[src/rtl/router_output_arbiter.sv]
// Round-robin arbiter and read sequencer sharing one router output port between NUM_IN input FIFOs.
// Optional build macro ROUTER_ARB_PRIO_EN: port 0 wins every arbitration cycle in which it is non-empty.
module router_output_arbiter #(
   parameter int NUM_IN   = 4,
   parameter int WIRE_NUM = 29,
   parameter int BURST    = 4
) (
   input  logic                         clk,
   input  logic                         rst_n,
   input  logic [NUM_IN-1:0]            in_empty,
   input  logic [NUM_IN*WIRE_NUM-1:0]   in_data,
   input  logic                         out_full,
   output logic [NUM_IN-1:0]            in_read,
   output logic                         out_write,
   output logic [WIRE_NUM-1:0]          out_data,
   output logic                         grant_valid,
   output logic [$clog2(NUM_IN)-1:0]    grant_id
);
   localparam int GW = $clog2(NUM_IN);
   localparam int CW = $clog2(BURST) + 1;

   typedef enum logic {IDLE = 1'b0, BUSY = 1'b1} state_t;

   state_t        state_q, state_d;
   logic [GW-1:0] grant_id_q, grant_id_d;
   logic [GW-1:0] rr_ptr_q, rr_ptr_d;
   logic [CW-1:0] burst_cnt_q, burst_cnt_d;
   logic [GW-1:0] winner;
   logic          found;
   logic          xfer;
   logic          last_flit;
   logic [WIRE_NUM-1:0] sel_data;

   // Search starts just after the last winner so every port gets a turn.
   always_comb begin : arbitrate
      int idx;
      idx    = 0;
      winner = '0;
      found  = 1'b0;
      for (int k = 1; k <= NUM_IN; k++) begin
         idx = (int'(rr_ptr_q) + k) % NUM_IN;
         if (!found && !in_empty[GW'(idx)]) begin
            winner = GW'(idx);
            found  = 1'b1;
         end
      end
`ifdef ROUTER_ARB_PRIO_EN
      if (!in_empty[0]) begin
         winner = '0;
         found  = 1'b1;
      end
`endif
   end

   always_comb begin : data_mux
      sel_data = '0;
      for (int i = 0; i < NUM_IN; i++) begin
         if (GW'(i) == grant_id_q) sel_data = in_data[i*WIRE_NUM +: WIRE_NUM];
      end
   end

   assign xfer      = (state_q == BUSY) && !in_empty[grant_id_q] && !out_full;
   assign last_flit = (burst_cnt_q == CW'(BURST - 1));

   always_comb begin : next_state
      state_d     = state_q;
      grant_id_d  = grant_id_q;
      rr_ptr_d    = rr_ptr_q;
      burst_cnt_d = burst_cnt_q;
      case (state_q)
         IDLE: begin
            if (found) begin
               state_d     = BUSY;
               grant_id_d  = winner;
               rr_ptr_d    = winner;
               burst_cnt_d = '0;
            end
         end
         BUSY: begin
            // A drained FIFO releases the grant; a full downstream just stalls.
            if (in_empty[grant_id_q]) begin
               state_d = IDLE;
            end else if (!out_full) begin
               if (last_flit) state_d = IDLE;
               else           burst_cnt_d = burst_cnt_q + CW'(1);
            end
         end
         default: state_d = IDLE;
      endcase
   end

   always_ff @(posedge clk or negedge rst_n) begin
      if (!rst_n) begin
         state_q     <= IDLE;
         grant_id_q  <= '0;
         rr_ptr_q    <= GW'(NUM_IN - 1);
         burst_cnt_q <= '0;
      end else begin
         state_q     <= state_d;
         grant_id_q  <= grant_id_d;
         rr_ptr_q    <= rr_ptr_d;
         burst_cnt_q <= burst_cnt_d;
      end
   end

   always_comb begin : strobes
      in_read = '0;
      if (xfer) in_read[grant_id_q] = 1'b1;
   end

   assign out_write   = xfer;
   assign out_data    = xfer ? sel_data : '0;
   assign grant_valid = (state_q == BUSY);
   assign grant_id    = grant_id_q;

endmodule

[config.mk]
export PLATFORM = sky130hd
export DESIGN_NAME = router_output_arbiter
export DESIGN_NICKNAME = d
export VERILOG_FILES = /design/src/rtl/router_output_arbiter.sv
export SDC_FILE = /design/constraint.sdc
export NUM_CORES = 1
export LEC_CHECK = 0
export CAP_MARGIN = 25
export CORE_ASPECT_RATIO = 0.5
export CORE_MARGIN = 4
export CORE_UTILIZATION = 30
export CTS_CLUSTER_DIAMETER = 60
export DETAILED_ROUTE_END_ITERATION = 12
export PLACE_DENSITY = 0.84
export SLEW_MARGIN = 30
export SYNTH_ARGS = -nofsm -noshare
export SYNTH_HDL_FRONTEND = slang
export SYNTH_SLANG_ARGS = --single-unit
export TNS_END_PERCENT = 50
[constraint.sdc]
create_clock -name clk -period 2.1 [get_ports clk]
set_input_delay 0.42 -clock clk [delete_from_list [all_inputs] [get_ports clk]]
set_output_delay 0.42 -clock clk [all_outputs]
set_load 0.005 [all_outputs]
# Word-level counts from Yosys, hierarchy flattened
# Index checks and enable logic that the tools add are counted.
dict set report word_totals {
  rom_bits 0
  output_inout_bits 37
  ram_bits 0
  wordCells 80
  reg_bits 8
  latchBits 0
  memories 0
}
dict set report classes {
  n_reduce_logical 16
  n_bitwise 1
  n_shift 0
  n_eq_ne 8
  n_div 0
  n_lt_le_gt_ge 6
  n_addsub 5
  multipliers 0
  mux 40
}
# operator count
set op_table {}
lappend op_table {{$mux W29} 5}
lappend op_table {{$mux W1} 18}
lappend op_table {{$lt A2 B4 Y1 const B} 4}
lappend op_table {{$mux W3} 4}
lappend op_table {{$bmux W1 S2} 5}
lappend op_table {{$mux W2} 4}
lappend op_table {{$ne A2 B2 Y1 const B} 4}
lappend op_table {{$logic_not A1 Y1} 7}
lappend op_table {{$logic_and A1 B1 Y1} 6}
lappend op_table {{$pmux W3 S2} 1}
lappend op_table {{$add A2 B1 Y2 const B} 2}
lappend op_table {{$add A2 B2 Y2 const B} 2}
lappend op_table {{$eq A2 B2 Y1 const A} 2}
lappend op_table {{$mux W4} 1}
lappend op_table {{$reduce_and A4 Y1} 1}
lappend op_table {{$add A3 B1 Y3 const B} 1}
lappend op_table {{$eq A3 B2 Y1 const B} 1}
lappend op_table {{$lt A2 B3 Y1 const B} 1}
lappend op_table {{$demux W1 S2} 1}
lappend op_table {{$eq A1 B2 Y1 const A} 1}
lappend op_table {{$ge A2 B1 Y1 const B} 1}
lappend op_table {{$logic_not A2 Y1} 1}
lappend op_table {{$pmux W1 S2} 1}
lappend op_table {{$reduce_and A2 Y1} 1}
lappend op_table {{$not A1 Y1} 1}

# Depth between registers and ports, before layout
dict set report logic_depth {
  depth_word 15
  ltp_mapped 5
}

# Worst setup path before layout
# OpenSTA, ideal clock, no wires.
dict set report synth_timing {
  path_kind {reg-to-output}
  start {register grant_id_q[0], in the netlist grant_id[0]}
  end {output port out_data[0]}
  stages_incl_launch_ff 5
  required_ns 1.680
  setup_slack_ns 0.374
  arrival_time_ns 1.306
  path_cell_list {dfrtp_1 -> buf_6 -> buf_6 -> mux4_2 -> nor2b_1}
}
dict set report synth_via {
  elab_chain_cells 6
  word_cells_on_any_way 14
}
# item line_no
set synth_lines {}
lappend synth_lines {{start, declared} 25} ;# logic [GW-1:0] grant_id_q, grant_id_d;
lappend synth_lines {{start signal, assigned} 100} ;# grant_id_q <= grant_id_d;
lappend synth_lines {{$logic_not A2 Y1 or $bmux W1 S2 (tied branches)} {58, 62}}
lappend synth_lines {{$mux W29 or $mux W1 (tied branches)} {58, 62}}
lappend synth_lines {{$mux W29 or $logic_not A1 Y1 (tied branches)} {58, 62}}
lappend synth_lines {{$mux W29 or $logic_and A1 B1 Y1 (tied branches) (2 in a row)} {58, 62}}
lappend synth_lines {{$mux W29 *} 112} ;# assign out_data = xfer ? sel_data : '0;
lappend synth_lines {{end, declared} 15} ;# output logic [WIRE_NUM-1:0] out_data,
# Every way passes the cells marked *; elsewhere a longest branch is shown, timed or not. The select of a mux whose other input is x is not followed.

# Worst setup path in the final report
dict set report layout_timing {
  start {register grant_id_q[0], in the netlist grant_id[0]}
  end {output port out_data[26]}
}
# Same word-level chain as after synthesis.

==> impl_metrics.ini <==
[run_status]
status = finished with violations
violations = setup timing

[setup_path]
crit_required_ps = 1680
critPathKind = register to primary output
crit_path_end_kind = primary output
path_cells = buf_8 -> buf_12 -> mux4_2 -> nor2b_1 -> clkbuf_2
cp_max_fo = 7
critical-path-top-delay-family = multiplexers
crit_buf_inv = 3
cp-start-kind = register
critPathSlowestCell = mux4_2
arrival_ps = 1710
slowest_delay_ps = 510

[flow_run]
cap_violations = 0

[die]
start_util_pct = 31.3
core-area_um2 = 4980
dieWidth_um = 110
die_h_um = 58.9
ios = 160
rows = 18
dieArea_um2 = 6470

[logic_synthesis]
yosysWarnings = 0
syn_area_per_cell_um2 = 11.9
ys_types = 32
synthCells = 131
ys_seq_elements = 8
syn-cell-area_um2 = 1560
syn_nets = 256
seq_area_frac_synth_pct = 13.0

[route]
via_per_inst = 4.80
avgRoutedWirePerCell_um = 18.5
dr.pass1.iters = 4
drt_iter0_markers = 48
vias = 1858
wl_um = 7160
drc = 0
ant_nets = 0

[layout]
layout.nets = 443
layout-drive-gt1-share_pct = 38.2
diodes = 0
syn_to_final_growth_pct = 124

[power]
intPower_mw = 2.03
p_seq_share_pct = 10.0
power_density_nw_per_um2 = 896
pwr-share-comb_pct = 83.9
switching_share_pct = 35.0
p_leak_nw = 1.48
total_power_mw = 3.12
ir_drop_mv = 0.654
clockPowerShare_pct = 6.1
switching_power_mw = 1.09

[clocking]
cts_buffers = 3
cts.root.buffer_cell = clkbuf_8
clkLatencyLatePin_ps = 230
htreeDepth = 1
path_clk_slew_ps = 40
cts_buffer_depth = 2
cts.sinks = 8
cts_hold_buffers = 0
cts_tree = done

[min_path]
hp-class = input pin to async pin

[grt]
grt_usage_pct = 20.0
grt.overflow.total = 0
grt_max_degree = 19
antenna_found_initial = 0
grt_pass1_wl_um = 9760
grt_pass1_vias = 1974

[timing]
worst_pin_slew_ps = 329
period_minus_slack_ps = 2130
maxSlewViolCount = 0
setup_ws_ps = -34.2
slew_headroom_pct = 77.7
setup_viol = 14
holdWs_ps = 456
fin_skew_ps = 7.99
fin_crit_sh_pct = 102
setup_tns_ps = -121
fmax_ghz = 0.469
rsz0062_at_grt = yes
hold_viol_final = 0

[placement]
port_buffers = 159
dp_hpwl_um = 5640
dp_slack_ps = -500
place.gp.congestion = 0.766
flip-flops by register name, indices dropped and copies added, names as in the netlist:
| name | cells |
|---|---|
| burst_cnt_q | 3 |
| rr_ptr_q | 2 |
| grant_id | 2 |
| grant_valid | 1 |
path summary, 6_finish.rpt:
path	startpoint	endpoint	slack, ps	cells after the start
min in group clk	burst_cnt_q[0]$_DFFE_PN0P_	burst_cnt_q[0]$_DFFE_PN0P_	500	1
worst max register to register	burst_cnt_q[0]$_DFFE_PN0P_	burst_cnt_q[0]$_DFFE_PN0P_	470	5
worst min-delay path	rst_n	burst_cnt_q[2]$_DFFE_PN0P_	460	1
worst min register to register	burst_cnt_q[0]$_DFFE_PN0P_	burst_cnt_q[0]$_DFFE_PN0P_	500	1
worst max-delay path	grant_id[0]$_DFFE_PN0P_	out_data[26]	-30	5
max in group asynchronous	rst_n	rr_ptr_q[1]$_DFFE_PN1P_	1340	1
cell usage in the layout, fill, tap and decap left out, drive strengths merged:
| cell | count |
|---|---|
| nor3b | 1 |
| mux2i | 5 |
| clkbuf | 33 |
| o21ai | 2 |
| and3b | 1 |
| o31ai | 1 |
| nand2 | 7 |
| nor3 | 1 |
| ha | 2 |
| mux4 | 29 |
| a22oi | 2 |
| dfrtp | 6 |
| dfstp | 2 |
| a21boi | 1 |
| buf | 36 |
| o32a | 1 |
| clkdlybuf4s15 | 2 |
| inv | 8 |
| nand2b | 1 |
| nor2 | 5 |
| and3 | 3 |
| o41ai | 1 |
| dlygate4sd2 | 7 |
| a41o | 1 |
| a32oi | 3 |
| a221oi | 1 |
| clkdlybuf4s50 | 120 |
| nor4b | 1 |
| nor4bb | 1 |
| a31oi | 1 |
| nor2b | 32 |
layout make-up:
type	count	area (µm²)
multi-input combinational	103	1290
sequential	8	204
tap	70	87.6
clock buffer	4	45.0
fill	379	1500
timing repair buffer	194	1830
inverter	8	30.0
power by group through the flow:
stage | Sequential [mW] | Combinational [mW] | Clock (mW)
after global routing | 0.326 | 2.78 | 0.209
after global placement | 0.315 | 2.19 | 0
after floorplan | 0.290 | 1.41 | 0
final | 0.312 | 2.62 | 0.190
after detailed placement | 0.325 | 2.23 | 0
after CTS | 0.308 | 2.43 | 0.195
cells by family (layout without fill, tap and decap cells):
group                      after synthesis  in the layout  synth area share [%]
adders and majority gates                2              2                  1.61
buffers and inverters                   20            206                  8.60
muxes                                   34             34                  45.9
and+or+nand+nor                         53             53                  23.2
DFF                                      8              8                  13.0
AOI/OAI and AO/OA                       14             14                  7.72
metal layers:
| layer | part of all wire [%] | up-vias | track usage, % |
|---|---|---|---|
| met5 | 0 | - | 0 |
| met3 | 5.0 | 12 | 3.18 |
| met2 | 56 | 55 | 39.7 |
| li1 | - | 888 | - |
| met4 | 1.4 | 0 | 5.33 |
| met1 | 37 | 903 | 22.4 |
cell usage after synthesis:
cell	count	share of area, %
mux4_2	28	41
ha_1	2	1.6
nor4b_1	1	0.56
nor2_1	5	1.2
nand2_1	7	1.7
dfrtp_1	6	9.6
a22oi_2	2	1.6
o21ai_0	2	0.64
o31ai_1	1	0.48
nor2b_4	6	5.3
a221oi_1	1	0.56
and3_1	3	1.2
a41o_1	1	0.64
buf_6	7	5.1
nor4bb_1	1	0.64
nor2b_2	2	1.1
mux2i_2	2	1.8
nor2b_1	24	9.6
nand2b_1	1	0.40
mux4_1	1	1.7
and3b_1	1	0.56
nor3_1	1	0.32
a32oi_1	3	1.7
mux2i_1	3	1.9
nor3b_1	1	0.48
o32a_1	1	0.64
o41ai_1	1	0.56
a31oi_1	1	0.40
buf_2	5	1.6
inv_1	8	1.9
a21boi_0	1	0.48
dfstp_2	2	3.4
metrics by stage:
| step | instances | area (µm²) | util, % |
|---|---|---|---|
| finish | 387 | 3480 | 70.0 |
| global route | 387 | 3480 | 70.0 |
| CTS | 383 | 3450 | 69.2 |
| detailed placement | 366 | 3290 | 66.2 |
| global placement | 366 | 3290 | 66.2 |
| floorplan | 131 | 1560 | - |
timing repair:
action / CTS / global route
cloned: 1 / 2
gates resized for setup: 56 / 77
setup endpoints to repair: 34 / 30
buffers inserted: 13 / 4
pin swaps: 1 / 1
worst register-to-register path, stage by stage, from the launching register on:
cell and delay, ps:
dfrtp_1 390, ha_1 210, ha_1 210, nor4b_1 360, a22oi_2 180, mux2i_1 150
Power figures use the tool's default switching activity.
